**src/rtl/shared_mem_responder_pkg.sv**
```systemverilog
// Shared types and constants for the two-port memory responder: bus request
// encodings, word/address widths, FSM state type and port indices.
package shared_mem_responder_pkg;

    localparam int IOSTATEWIDTH = 2;
    localparam logic [IOSTATEWIDTH-1:0] IDEL = 2'd0;
    localparam logic [IOSTATEWIDTH-1:0] RD   = 2'd1;
    localparam logic [IOSTATEWIDTH-1:0] WT   = 2'd2;

    localparam int ADDRWIDTH = 8;
    localparam int WORDWIDTH = 8;

    localparam int MEMSTATEWIDTH = 1;
    typedef enum logic [MEMSTATEWIDTH-1:0] {
        MEM_IDLE   = 1'b0,
        MEM_ACCESS = 1'b1
    } mem_state_e;

    localparam int PORT0 = 0;
    localparam int PORT1 = 1;

    function automatic logic rw_is_legal(input logic [IOSTATEWIDTH-1:0] rw);
        return (rw == RD) || (rw == WT);
    endfunction

endpackage

```
**src/rtl/shared_mem_responder_mem_req_slot.sv**
```systemverilog
// One port's request slot: captures a request, holds it until the engine
// completes it, then holds the sticky response until the next request.
module mem_req_slot
    import shared_mem_responder_pkg::*;
(
    input  logic                    clk,
    input  logic                    reset,
    input  logic [IOSTATEWIDTH-1:0] rw_i,
    input  logic [ADDRWIDTH-1:0]    addr_i,
    input  logic [WORDWIDTH-1:0]    wdata_i,
    input  logic                    done_i,
    input  logic [WORDWIDTH-1:0]    rdata_i,
    output logic                    pend_o,
    output logic [IOSTATEWIDTH-1:0] op_o,
    output logic [ADDRWIDTH-1:0]    addr_o,
    output logic [WORDWIDTH-1:0]    wdata_o,
    output logic                    read_en_o,
    output logic                    write_done_o,
    output logic [WORDWIDTH-1:0]    rdata_o,
    output logic                    req_err_o
);

    logic                    pend_q, pend_d;
    logic [IOSTATEWIDTH-1:0] op_q, op_d;
    logic [ADDRWIDTH-1:0]    addr_q, addr_d;
    logic [WORDWIDTH-1:0]    wdata_q, wdata_d;
    logic                    read_en_q, read_en_d;
    logic                    write_done_q, write_done_d;
    logic [WORDWIDTH-1:0]    rdata_q, rdata_d;
    logic                    req_err_q, req_err_d;
    logic                    legal;

    always_comb begin
        pend_d       = pend_q;
        op_d         = op_q;
        addr_d       = addr_q;
        wdata_d      = wdata_q;
        read_en_d    = read_en_q;
        write_done_d = write_done_q;
        rdata_d      = rdata_q;
        req_err_d    = req_err_q;
        legal        = rw_is_legal(rw_i);

        // Completion only happens while pending, so it never collides with a capture.
        if (done_i) begin
            pend_d = 1'b0;
            if (op_q == RD) begin
                read_en_d = 1'b1;
                rdata_d   = rdata_i;
            end else begin
                write_done_d = 1'b1;
            end
        end

        if (legal && !pend_q) begin
            pend_d       = 1'b1;
            op_d         = rw_i;
            addr_d       = addr_i;
            wdata_d      = wdata_i;
            read_en_d    = 1'b0;
            write_done_d = 1'b0;
            rdata_d      = '0;
        end

        if ((legal && pend_q) || (!legal && rw_i != IDEL))
            req_err_d = 1'b1;
    end

    always_ff @(posedge clk) begin
        if (reset) begin
            pend_q       <= 1'b0;
            op_q         <= IDEL;
            addr_q       <= '0;
            wdata_q      <= '0;
            read_en_q    <= 1'b0;
            write_done_q <= 1'b0;
            rdata_q      <= '0;
            req_err_q    <= 1'b0;
        end else begin
            pend_q       <= pend_d;
            op_q         <= op_d;
            addr_q       <= addr_d;
            wdata_q      <= wdata_d;
            read_en_q    <= read_en_d;
            write_done_q <= write_done_d;
            rdata_q      <= rdata_d;
            req_err_q    <= req_err_d;
        end
    end

    assign pend_o       = pend_q;
    assign op_o         = op_q;
    assign addr_o       = addr_q;
    assign wdata_o      = wdata_q;
    assign read_en_o    = read_en_q;
    assign write_done_o = write_done_q;
    assign rdata_o      = rdata_q;
    assign req_err_o    = req_err_q;

endmodule

```
**src/rtl/shared_mem_responder.sv**
```systemverilog
// Two-port memory responder: round-robin arbiter, fixed-latency access engine
// and DEPTH-word backing store shared by both cache controllers.
module shared_mem_responder
    import shared_mem_responder_pkg::*;
#(
    parameter int DEPTH   = 16,
    parameter int LATENCY = 4
) (
    input  logic                    clk,
    input  logic                    reset,
    input  logic [IOSTATEWIDTH-1:0] rw0,
    input  logic [ADDRWIDTH-1:0]    addr0,
    input  logic [WORDWIDTH-1:0]    wdata0,
    output logic                    readEn0,
    output logic                    writeDone0,
    output logic [WORDWIDTH-1:0]    rdata0,
    input  logic [IOSTATEWIDTH-1:0] rw1,
    input  logic [ADDRWIDTH-1:0]    addr1,
    input  logic [WORDWIDTH-1:0]    wdata1,
    output logic                    readEn1,
    output logic                    writeDone1,
    output logic [WORDWIDTH-1:0]    rdata1,
    output logic                    busy,
    output logic [1:0]              reqErr
);

    localparam int IDXW = (DEPTH > 1) ? $clog2(DEPTH) : 1;
    localparam logic [3:0] CNT_LOAD = 4'(LATENCY - 1);

    logic [1:0][IOSTATEWIDTH-1:0] rw_a, op_a;
    logic [1:0][ADDRWIDTH-1:0]    addr_in_a, addr_a;
    logic [1:0][WORDWIDTH-1:0]    wdata_in_a, wdata_a, rdata_a;
    logic [1:0]                   pend_a, done_a, read_en_a, write_done_a, req_err_a;

    mem_state_e          state_q, state_d;
    logic [3:0]          cnt_q, cnt_d;
    logic                rr_q, rr_d;
    logic                gnt_q, gnt_d;
    logic                access_done;
    logic                mem_we;
    logic [IDXW-1:0]     sel_idx;
    logic [WORDWIDTH-1:0] rd_word;
    logic [WORDWIDTH-1:0] mem_q [DEPTH];

    assign rw_a[PORT0]       = rw0;
    assign rw_a[PORT1]       = rw1;
    assign addr_in_a[PORT0]  = addr0;
    assign addr_in_a[PORT1]  = addr1;
    assign wdata_in_a[PORT0] = wdata0;
    assign wdata_in_a[PORT1] = wdata1;

    generate
        for (genvar gi = 0; gi < 2; gi++) begin : g_slot
            mem_req_slot u_slot (
                .clk          (clk),
                .reset        (reset),
                .rw_i         (rw_a[gi]),
                .addr_i       (addr_in_a[gi]),
                .wdata_i      (wdata_in_a[gi]),
                .done_i       (done_a[gi]),
                .rdata_i      (rd_word),
                .pend_o       (pend_a[gi]),
                .op_o         (op_a[gi]),
                .addr_o       (addr_a[gi]),
                .wdata_o      (wdata_a[gi]),
                .read_en_o    (read_en_a[gi]),
                .write_done_o (write_done_a[gi]),
                .rdata_o      (rdata_a[gi]),
                .req_err_o    (req_err_a[gi])
            );
        end
    endgenerate

    always_ff @(posedge clk) begin
        if (reset) begin
            state_q <= MEM_IDLE;
            cnt_q   <= '0;
            rr_q    <= 1'b0;
            gnt_q   <= 1'b0;
        end else begin
            state_q <= state_d;
            cnt_q   <= cnt_d;
            rr_q    <= rr_d;
            gnt_q   <= gnt_d;
        end
    end

    always_comb begin
        state_d = state_q;
        cnt_d   = cnt_q;
        rr_d    = rr_q;
        gnt_d   = gnt_q;
        case (state_q)
            MEM_IDLE: begin
                if (pend_a[PORT0] || pend_a[PORT1]) begin
                    state_d = MEM_ACCESS;
                    cnt_d   = CNT_LOAD;
                    if (pend_a[PORT0] && pend_a[PORT1]) begin
                        gnt_d = rr_q;
                        rr_d  = ~rr_q;
                    end else begin
                        gnt_d = pend_a[PORT1];
                    end
                end
            end
            MEM_ACCESS: begin
                if (cnt_q != 4'd0) cnt_d = cnt_q - 4'd1;
                else               state_d = MEM_IDLE;
            end
            default: state_d = MEM_IDLE;
        endcase
    end

    always_comb begin
        busy        = (state_q == MEM_ACCESS);
        access_done = (state_q == MEM_ACCESS) && (cnt_q == 4'd0);
        done_a      = 2'b00;
        if (access_done) done_a[gnt_q] = 1'b1;
        mem_we      = access_done && (op_a[gnt_q] == WT);
    end

    // Upper address bits are dropped, so addresses alias modulo DEPTH.
    assign sel_idx = IDXW'(addr_a[gnt_q]);
    assign rd_word = mem_q[sel_idx];

    always_ff @(posedge clk) begin
        if (reset) begin
            for (int i = 0; i < DEPTH; i++) mem_q[i] <= '0;
        end else if (mem_we) begin
            mem_q[sel_idx] <= wdata_a[gnt_q];
        end
    end

    assign readEn0    = read_en_a[PORT0];
    assign writeDone0 = write_done_a[PORT0];
    assign rdata0     = rdata_a[PORT0];
    assign readEn1    = read_en_a[PORT1];
    assign writeDone1 = write_done_a[PORT1];
    assign rdata1     = rdata_a[PORT1];
    assign reqErr     = req_err_a;

endmodule

```
**config.mk**
```make
export PLATFORM = sky130hd
export DESIGN_NAME = shared_mem_responder
export DESIGN_NICKNAME = d
export VERILOG_FILES = /design/src/rtl/shared_mem_responder_pkg.sv /design/src/rtl/shared_mem_responder_mem_req_slot.sv /design/src/rtl/shared_mem_responder.sv
export SDC_FILE = /design/constraint.sdc
export NUM_CORES = 1
export LEC_CHECK = 0
export CAP_MARGIN = 20
export CELL_PAD_IN_SITES_DETAIL_PLACEMENT = 0
export CELL_PAD_IN_SITES_GLOBAL_PLACEMENT = 1
export CORE_MARGIN = 2
export CORE_UTILIZATION = 45
export CTS_CLUSTER_SIZE = 12
export DETAILED_ROUTE_END_ITERATION = 10
export GPL_TIMING_DRIVEN = 1
export PLACE_DENSITY_LB_ADDON = 0.15
export SLEW_MARGIN = 20
export SYNTH_ARGS = -nofsm -noshare
export SYNTH_HDL_FRONTEND = slang
export SYNTH_SLANG_ARGS = --single-unit
export TNS_END_PERCENT = 10
```
**constraint.sdc**
```tcl
create_clock -name clk -period 6.3 [get_ports clk]
set_input_delay 0.945 -clock clk [delete_from_list [all_inputs] [get_ports clk]]
set_output_delay 0.945 -clock clk [all_outputs]
set_load 0.05 [all_outputs]
```
Word-level counts from Yosys, hierarchy flattened
Memories as Yosys holds them, arrays and structs flattened.
Index checks and enable logic that the tools add are counted.

operators by class
  eq/ne operators = 9
  reductions and logical operators = 35
  add/subtract/negate cells = 1
  shifts and indexed selects = 0
  multiply operators = 0
  bitwise operators = 4
  divide/modulo/power cells = 0
  magnitude comparators = 2
  muxes and demuxes = 28

operators by type and width
  cell                   number
  $mux W8                3
  $mux W4                5
  $mux W1                14
  $reduce_and A2 Y1      6
  $logic_and A1 B1 Y1    10
  $eq A2 B1 Y1 const B   4
  $pmux W4 S2            1
  $reduce_bool A2 Y1     4
  $reduce_or A8 Y1       1
  $eq A2 B2 Y1 const B   3
  $mux W2                3
  $logic_or A1 B1 Y1     5
  $logic_not A1 Y1       4
  $logic_not A4 Y1       1
  $not A1 Y1             4
  $reduce_bool A4 Y1     1
  $reduce_or A2 Y1       2
  $sub A4 B1 Y4 const B  1
  $reduce_and A3 Y1      1
  $lt A1 B2 Y1 const B   1
  $ne A2 B1 Y1 const B   1
  $ne A2 B2 Y1 const B   1
  $pmux W1 S2            1
  $demux W1 S1           1
  $ge A1 B1 Y1 const B   1

word-level totals
  flip-flop bits (word level) = 59
  bits in read-only memories = 0
  input bits = 38
  output and inout port bits = 23
  memories kept = 1
  bits in writable memories = 128
  latch bits = 0
  word-level logic and storage cells = 100

memory list
  memory  depth  bits a word  rd ports  clocked after memory_dff  write ports  RTL line                    source
  mem_q   16     8            1         0                         16           shared_mem_responder.sv:43  logic [WORDWIDTH-1:0] mem_q [DEPTH];

Longest topological paths before layout
Gate-level depths: netlist (run 1).

  word-level depth = 9
  depth in mapped cells = 8
  depth with buffers taken out = 7

Cells and area by module
From an unflattened synthesis (run 1), not the netlist that was laid out.

second synthesis, totals
  cells, all modules = 899
  area total of the unflattened synthesis = 9,479.1 sq um

modules (own cells, without submodules)
  module                cells each  area each (sq um)  seq. area each (sq um)  instances
  shared_mem_responder  631         7,169.4            3,983.8                 1
  mem_req_slot          134         1,154.9            600.6                   2

Worst setup path after synthesis (run 1)
Ideal clock, no wire load.

  kind = register to register
  from = register cnt_q[0]
  to = memory mem_q[10][0], enable pin
  data arrival time = 1,983 ps
  buffers on the path = 0
  setup slack = 3,982 ps
  data required time = 5,966 ps
  period minus slack after synthesis = 2,318 ps
  setup time = 334 ps
  cell stages (with the launch flop) = 8
  path through = dfxtp_1 -> inv_1 -> ha_1 -> or3b_2 -> or2_2 -> nor2_1 -> nand2_2 -> nand2b_1

RTL lines
  element                 RTL line                    source
  from (decl)             shared_mem_responder.sv:36  logic [3:0] cnt_q, cnt_d;
  from (signal assigned)  shared_mem_responder.sv:82  cnt_q <= cnt_d;
  to (decl)               shared_mem_responder.sv:43

==> summary.md, run 1 <==
| Metric | Value |
|---|---|
| Status | `finished, final reports clean` |
| H-tree levels | `4` |
| WL final | `25,900 um` |
| 1st-pass router iterations | `5` |
| WL/cell | `21.5 um` |
| Initial antenna violation count | `0` |
| Area leader, netlist | `edfxtp_1` |
| CP required | `6400 ps` |
| Chip height | `147 um` |
| Post-route cell area | `0.0105 mm2` |
| Clk slew on worst S/H paths | `70 ps` |
| Unrepaired setup endpoints after global routing | `false` |
| Cell count after placement | `1,173` |
| Top-count cell post-synth | `nor2_1` |
| Detailed Place HPWL | `16,900 um` |
| Post-synth top cells | `150 x nor2_1, 128 x edfxtp_1, 91 x nand2_1` |
| Die width | `147 um` |
| CTS buffer count | `17` |
| Largest cells by area after synthesis | `edfxtp_1 42%, dfxtp_1 13%, nor2_1 6.1%` |
| Hold buffer count at cts | `0` |
| Post-Syn Area per Cell | `10.1 um2` |
| TNS Setup | `0 ps` |
| CORE AREA | `0.0202 mm2` |
| Worst-margin pin slew | `1040 ps` |
| Startpoint Class | `flop` |
| Syn Nets | `961` |
| IO Pins | `61` |
| Dpl ws | `2760 ps` |
| Fin. Hold Viols | `0` |
| Crit Path Class | `flop to flop` |
| Routed Antenna Nets | `0` |
| Multi-input gate area | `0.00386 mm2` |
| Relative slew slack | `0.304` |
| Slew Viols, Final | `0` |
| Residual DRC | `0` |
| Worst min path class | `flop to flop` |
| Root Buffer | `clkbuf_16` |
| Lkg Pwr | `3.45 nW` |
| #FFs+latches synth | `187` |
| Die ar. | `0.0217 mm2` |
| Number of global-route vias before repair | `6,858` |
| Synth Instances | `920` |
| First-pass GRT wire length | `40,100 um` |
| Via density | `6.02` |
| Maximum number of pins on one net before global-route repair | `65` |
| Pwr Density | `283 mW/mm2` |
| Crit path max fanout | `33` |
| Setup crit end kind | `flop` |
| Synthesized area | `0.00925 mm2` |
| Layout Nets | `963` |
| Initial Util | `0.457` |
| Reg area | `0.00503 mm2` |
| Final WS setup | `2670 ps` |
| Share of cells above drive strength 1 | `0.101` |
| Final min period | `3630 ps` |
| Post-synth EDFFs | `128` |
| Synth top area share | `0.415` |
| Fin util | `0.520` |
| TritonCTS Sinks | `187` |
| Area grow syn2layout | `13.6%` |
| Max Freq | `276 MHz` |
| GP Congestion | `0.848` |
| Row count | `52` |
| Setup bufs post-CTS | `0` |
| Arrival time worst endpoint | `3730 ps` |
| Count of non-filler cells in the finished layout | `1,205` |
| Post-cts sizing count | `0` |
| Clock skew | `14.7 ps` |
| Top FF cell, synth | `edfxtp_1` |
| Syn. warnings | `0` |
| Vias | `7,258` |
| Yosys cell types | `45` |
| Gr ovfl total | `0` |
| Initial DRC count | `822` |
| # setup viols final | `0` |
| # diodes | `0` |
| Worst IR drop on VDD | `0.192 mV` |
| Sequential area share after synthesis | `0.543` |
| Maximum Capacitance Violations | `0` |
| CTS max path bufs | `2` |
| CTS tree | `yes` |
| Port bufs | `52` |
| Fill cells | `1,829` |
| Period utilisation layout | `0.576` |
| Placed cell areas | `0.00991 mm2` |
| Worst-skew pair later-pin latency | `450 ps` |
| All-layer global routing usage | `0.244` |
| FFs w/ async S/R, synth | `0` |
-- logic make-up (layout without fill, tap and decap cells) --
family / after synthesis / after routing / synth area share
DFF: 187 / 187 / 0.543
and+or+nand+nor: 380 / 380 / 0.213
buffers and inverters: 98 / 113 / 0.0471
muxes: 8 / 8 / 0.00866
AOI/OAI and AO/OA: 242 / 242 / 0.182
xor gates and xnor gates: 2 / 2 / 0.00189
adders and majority gates: 3 / 3 / 0.00406
-- path summary, 6_finish.rpt --
check | from | endpoint | slack, ps | depth (start not counted)
max reg2reg | g_slot[0].u_slot.addr_o[0]$_SDFFE_PP0P_ | mem_q[7][1]$_SDFFCE_PN0P_ | 2670 | 6
min reg2reg | g_slot[0].u_slot.wdata_o[2]$_SDFFE_PP0P_ | g_slot[0].u_slot.wdata_o[2]$_SDFFE_PP0P_ | 460 | 2
min | g_slot[0].u_slot.wdata_o[2]$_SDFFE_PP0P_ | g_slot[0].u_slot.wdata_o[2]$_SDFFE_PP0P_ | 460 | 2
max | g_slot[0].u_slot.addr_o[0]$_SDFFE_PP0P_ | mem_q[7][1]$_SDFFCE_PN0P_ | 2670 | 6
-- per-layer routing --
layer / vias to the layer above / track usage / routed length [um]
met3: 40 / 0.0407 / 1830
met5: - / 0 / 0
li1: 3432 / - / -
met1: 3508 / 0.337 / 11300
met4: 0 / 0.0803 / 539
met2: 278 / 0.393 / 12300
-- power breakdown --
| part | internal (W) | switching [W] |
|---|---|---|
| combinational | 0.000147 | 0.000330 |
| clock | 0.000537 | 0.000539 |
| sequential | 0.00136 | 0.0000586 |
| total | 0.00205 | 0.000927 |
-- layout by cell type (no fill, tap or decap), drive strengths merged, types with 9 or more instances in the layout --
| master | instances |
|---|---|
| a21oi | 51 |
| a31oi | 49 |
| a32oi | 27 |
| a41oi | 24 |
| and2 | 24 |
| and4 | 24 |
| and4b | 25 |
| buf | 18 |
| clkbuf | 17 |
| clkdlybuf4s50 | 51 |
| dfxtp | 59 |
| edfxtp | 128 |
| inv | 21 |
| nand2 | 100 |
| nand2b | 24 |
| nor2 | 151 |
| nor2b | 10 |
| o21a | 11 |
| o21ai | 41 |
| o22ai | 9 |
-- sequential cells by signal, indices dropped and copies added (netlist names), 2 cells and up --
register	flops
g_slot.u_slot.req_err_o	2
g_slot.u_slot.op_o	4
g_slot.u_slot.wdata_o	16
g_slot.u_slot.rdata_o	16
g_slot.u_slot.addr_o	8
g_slot.u_slot.write_done_o	2
g_slot.u_slot.pend_o	2
mem_q	128
cnt_q	4
g_slot.u_slot.read_en_o	2
-- worst max-delay path, stage by stage (launching register included) --
cell      delay (ps)
dfxtp_1          720
nor2b_2          720
buf_4            450
a32oi_1           90
nor2_1           590
nand2_2          300
nand2b_1         400
-- stage by stage --
step | power [W] | hold slack (ps)
floorplan | 0.00174 | 436
global placement | 0.00191 | 446
detailed placement | 0.00192 | 449
CTS | 0.00298 | 459
global route | 0.00308 | 482
finish | 0.00297 | 459
-- cell type report --
class / instances / share of cell area
flip-flops and latches: 187 / 0.478
multi-input cells: 635 / 0.367
repair buffers: 69 / 0.0612
clock buffers: 17 / 0.0405
well taps: 270 / 0.0321
clock inverters: 15 / 0.0163
inverters: 12 / 0.00428
Power figures use the tool's default switching activity.
==> inputs of run 2 (changes only) <==
Clock period 6.3 ns to 3.58 ns, I/O delays scaled along.
==> run 2 against run 1 <==
  * Sequential cell count unchanged
  * Clock power grew 64%
  * Cell count is 1.0% higher
  * Sequential share of layout area shrank 0.20 points
  * Clock-buffer cell count increased by 6
  * Total power grew 73%
  * Cell area is 0.42% higher
  * Critical path depth rose by 1
  * Register-to-register slack worse by 2000 ps
  * Utilization up 0.22 points
  * Sequential power rose by 75%
  * Largest cell class unchanged
  * Largest power group unchanged
==> summary.md, run 2 (same netlist as run 1, synthesis figures left out) <==
| Metric | Value |
|---|---|
| WL/cell | `21.5 um` |
| GP Congestion | `0.838` |
| Chip height | `147 um` |
| TritonCTS Sinks | `187` |
| Worst IR drop on VDD | `0.407 mV` |
| Multi-input gate area | `0.00387 mm2` |
| CTS buffer count | `17` |
| WL final | `26,200 um` |
| CTS tree | `yes` |
| Worst-skew pair later-pin latency | `440 ps` |
| Global Route met1 Usage | `0.339` |
| Most frequent cells in the layout | `150 x nor2_1, 128 x edfxtp_1, 91 x nand2_1, 56 x dfxtp_1` |
| Placed cell areas | `0.0100 mm2` |
| IO Pins | `61` |
| CTS max path bufs | `2` |
| Total power | `0.00513 W` |
| CP required | `3680 ps` |
| Min Hold Slack | `455 ps` |
| Vias | `7,396` |
| Die width | `147 um` |
| Relative slew slack | `0.325` |
| Worst min path class | `flop to flop` |
| Period utilisation layout | `0.824` |
| Initial antenna violation count | `0` |
| Share of cells above drive strength 1 | `0.109` |
| Routed Antenna Nets | `0` |
| # setup viols final | `0` |
| Setup bufs post-CTS | `0` |
| TNS Setup | `0 ps` |
| Fin. Hold Viols | `0` |
| Number of global-route vias before repair | `7,037` |
| Slew Viols, Final | `0` |
| GRT met3 Usage | `0.0343` |
| H-tree levels | `4` |
| Startpoint Class | `flop` |
| Clock skew | `11.4 ps` |
| Lkg Pwr | `3.48 nW` |
| Pwr Density | `486 mW/mm2` |
| Detailed Place HPWL | `17,400 um` |
| Clk slew on worst S/H paths | `70 ps` |
| 1st-pass router iterations | `5` |
| Row count | `52` |
| Final min period | `2950 ps` |
| Busiest grt layer | `met2` |
| CORE AREA | `0.0202 mm2` |
| Worst-margin pin slew | `992 ps` |
| Fill cells | `1,750` |
| Most common cell after layout, fill and taps aside | `nor2_1` |
| Die ar. | `0.0217 mm2` |
| Area grow syn2layout | `14.1%` |
| Status | `finished, final reports clean` |
| Port bufs | `52` |
| Largest Register | `mem_q` |
| Reg area | `0.00503 mm2` |
| Residual DRC | `0` |
| Initial Util | `0.457` |
| Hold buffer count at cts | `0` |
| Crit Path Class | `flop to flop` |
| Arrival time worst endpoint | `3050 ps` |
| Crit path max fanout | `9` |
| Gr ovfl total | `0` |
| Final WS setup | `632 ps` |
| Initial DRC count | `626` |
| All-layer global routing usage | `0.246` |
| Max Freq | `339 MHz` |
| Setup crit end kind | `flop` |
| Maximum Capacitance Violations | `0` |
| Post-cts sizing count | `0` |
| Dpl ws | `685 ps` |
| Layout Nets | `975` |
| Via density | `6.08` |
| Met2 Usage GRT | `0.402` |
| Maximum number of pins on one net before global-route repair | `59` |
| Root Buffer | `clkbuf_16` |
| Post-route cell area | `0.0106 mm2` |
| Worst Reg-to-Reg Cells | `7` |
| Max reg flops | `128` |
| Hold Crit Depth | `2` |
| # diodes | `0` |
| Unrepaired setup endpoints after global routing | `false` |
| First-pass GRT wire length | `40,500 um` |
## run 2: layout make-up
| cell class | instances | share of cell area |
|---|---|---|
| sequential | 187 | 0.476 |
| multi-input combinational | 635 | 0.366 |
| timing repair buffer | 81 | 0.0694 |
| clock buffer | 23 | 0.0457 |
| tap | 270 | 0.0320 |
| clock inverter | 9 | 0.00604 |
| inverter | 12 | 0.00427 |
## run 2: where the power goes
part / total, W / internal, W / switching [W]
logic: 0.000873 / 0.000274 / 0.000598
clock network: 0.00177 / 0.000958 / 0.000810
registers: 0.00249 / 0.00240 / 0.0000944
## run 2: path summary, 6_finish.rpt
| path | start | slack, ps | end |
|---|---|---|---|
| max | cnt_q[0]$_SDFFE_PP0P_ | 630 | mem_q[6][7]$_SDFFCE_PN0P_ |
| min | g_slot[0].u_slot.wdata_o[0]$_SDFFE_PP0P_ | 460 | g_slot[0].u_slot.wdata_o[0]$_SDFFE_PP0P_ |
| max reg2reg | cnt_q[0]$_SDFFE_PP0P_ | 630 | mem_q[6][7]$_SDFFCE_PN0P_ |
| min reg2reg | g_slot[0].u_slot.wdata_o[0]$_SDFFE_PP0P_ | 460 | g_slot[0].u_slot.wdata_o[0]$_SDFFE_PP0P_ |
## run 2: critical path: stages (launching register included)
cell      delay, ps
dfxtp_1         340
inv_1            70
ha_1            200
or3b_2          470
or2_2           350
nor2_1          520
nand2_2         280
nand2b_1        380
## run 2: stage by stage
step	util	instances
global placement	0.495	1185
CTS	0.522	1217
detailed placement	0.495	1185
finish	0.522	1217
global route	0.522	1217
floorplan	-	920
## run 2: metal layers
| layer | vias to the layer above | part of all wire |
|---|---|---|
| li1 | 3450 | - |
| met1 | 3625 | 0.44 |
| met2 | 280 | 0.48 |
| met3 | 41 | 0.058 |
| met4 | 0 | 0.024 |
| met5 | - | 0 |
==> inputs of run 3 (changes only) <==
Clock period 3.58 ns to 2.97 ns, I/O delays scaled along.
==> run 3 against run 2 <==
  * Cell area is 1.8% higher
  * Sequential cell count stayed put
  * Non-clock buffer count is 20 higher
  * Highest routed layer unchanged
  * Global-route usage is 1.2 points higher
  * Register-to-register slack worse by 450 ps
  * Utilization is 0.94 points higher
==> summary.md, run 3 (same netlist as run 1, synthesis figures left out) <==
| Metric | Value |
|---|---|
| IO Pins | `61` |
| 1st-pass router iterations | `7` |
| Total power | `0.00644 W` |
| Area grow syn2layout | `16.2%` |
| TNS Setup | `0 ps` |
| Root Buffer | `clkbuf_16` |
| Worst IR drop on VDD | `0.428 mV` |
| Dpl ws | `69.0 ps` |
| Worst-margin pin slew | `986 ps` |
| Most common cell after layout, fill and taps aside | `nor2_1` |
| Reg-to-reg startpoint | `gnt_q$_SDFFE_PP0P_` |
| Count of non-filler cells in the finished layout | `1,237` |
| Routed Antenna Nets | `0` |
| Slew Viols, Final | `0` |
| # setup viols final | `0` |
| Final min period | `2790 ps` |
| Detailed Place HPWL | `18,500 um` |
| Setup crit end kind | `flop` |
| Row count | `52` |
| All-layer global routing usage | `0.258` |
| Period utilisation layout | `0.940` |
| Port bufs | `52` |
| CTS max path bufs | `2` |
| Initial Util | `0.457` |
| GP Congestion | `0.979` |
| Gr ovfl total | `0` |
| WL final | `27,500 um` |
| CP top delay family | `compound AO/OA/AOI/OAI gates` |
| Status | `finished, final reports clean` |
| Largest Register | `mem_q` |
| TritonCTS Sinks | `187` |
| Max Freq | `358 MHz` |
| CP required | `3280 ps` |
| Final WS setup | `179 ps` |
| Cell count after placement | `1,205` |
| Die ar. | `0.0217 mm2` |
| H-tree levels | `4` |
| CORE AREA | `0.0202 mm2` |
| CP max stage cell | `dfxtp_2` |
| Maximum Capacitance Violations | `0` |
| Vias | `7,579` |
| Placed cell areas | `0.0101 mm2` |
| Share of cells above drive strength 1 | `0.130` |
| Most frequent cells in the layout | `150 x nor2_1, 128 x edfxtp_1, 91 x nand2_1, 56 x dfxtp_1` |
| Startpoint Class | `flop` |
| Via density | `6.13` |
| Post-route cell area | `0.0107 mm2` |
| WL/cell | `22.3 um` |
| Setup crit start | `gnt_q$_SDFFE_PP0P_` |
| Die width | `147 um` |
| Max reg flops | `128` |
| CP Buf/Inv Count | `1` |
| Arrival time worst endpoint | `3100 ps` |
| CTS tree | `yes` |
| Initial antenna violation count | `0` |
| Chip height | `147 um` |
| Lkg Pwr | `3.61 nW` |
| Hold Crit Start | `g_slot[0].u_slot.wdata_o[0]$_SDFFE_PP0P_` |
| Crit path max fanout | `26` |
| # diodes | `0` |
| Worst-skew pair later-pin latency | `440 ps` |
| First-pass GRT wire length | `42,500 um` |
| Worst min path class | `flop to flop` |
| Layout Nets | `995` |
| Residual DRC | `0` |
| Maximum number of pins on one net before global-route repair | `59` |
| Unrepaired setup endpoints after global routing | `false` |
| Number of global-route vias before repair | `7,375` |
| Cells along the critical path | `nand2b_1 -> o22ai_1 -> buf_4 -> a2111o_1 -> a2111oi_2 -> a21oi_1` |
| CP max stage delay | `630 ps` |
| CTS buffer count | `17` |
| Relative slew slack | `0.342` |
| Fin. Hold Viols | `0` |
| Clk slew on worst S/H paths | `70 ps` |
| Pwr Density | `599 mW/mm2` |
| Clock skew | `13.1 ps` |
| Crit Path Class | `flop to flop` |
| Initial DRC count | `595` |
run 3: cell count changes in the layout (fill, tap and decap cells not counted), moves of 2 or more:
cell | before | now
mux2i_2 | 2 | 6
clkinvlp_4 | 2 | 0
bufinv_16 | 0 | 2
clkinv_2 | 2 | 0
clkbuf_1 | 3 | 0
mux2i_4 | 4 | 0
inv_6 | 0 | 4
inv_8 | 0 | 4
inv_4 | 2 | 4
buf_4 | 29 | 48
clkinv_4 | 3 | 1
run 3: repair_timing:
item | in CTS | in global routing
resized for setup | 0 | 2
hold buffers | 0 | 0
setup endpoints to repair | 0 | 2
setup buffers | 0 | 0
run 3: worst paths after layout:
path	end	slack, ps	cells past startpoint
max	g_slot[0].u_slot.rdata_o[4]$_SDFFE_PP0P_	180	6
min	g_slot[0].u_slot.wdata_o[0]$_SDFFE_PP0P_	470	2
max reg2reg	g_slot[0].u_slot.rdata_o[4]$_SDFFE_PP0P_	180	6
min reg2reg	g_slot[0].u_slot.wdata_o[0]$_SDFFE_PP0P_	470	2
run 3: routing by layer:
| layer | part of all wire | wire length [um] | up-vias | global-route usage |
|---|---|---|---|---|
| met5 | 0 | 0 | - | 0 |
| met3 | 0.070 | 1930 | 60 | 0.0423 |
| met1 | 0.42 | 11600 | 3712 | 0.348 |
| li1 | - | - | 3500 | - |
| met2 | 0.48 | 13100 | 307 | 0.419 |
| met4 | 0.033 | 917 | 0 | 0.101 |
run 3: cell type report:
cell class              count  area [um2]
clock buffers              17         425
multi-input cells         635        3850
fillers                  1767        9490
clock inverters            15         174
repair buffers            101         887
inverters                  12        45.0
well taps                 270         338
flip-flops and latches    187        5030
run 3: where the power goes:
part,switching [W],internal (W)
logic,0.000739,0.000342
clock network,0.00108,0.00128
registers,0.000107,0.00289
total,0.00193,0.00451
run 3: stage by stage:
step	hold slack, ps	util
floorplan	436	-
global placement	446	0.500
detailed placement	456	0.500
CTS	468	0.530
global route	494	0.531
finish	466	0.531
run 3: worst register-to-register path: stages, from the launching register on:
cell and delay, ps:
dfxtp_2 630, nand2b_1 390, o22ai_1 140, buf_4 210
a2111o_1 520, a2111oi_2 630, a21oi_1 140
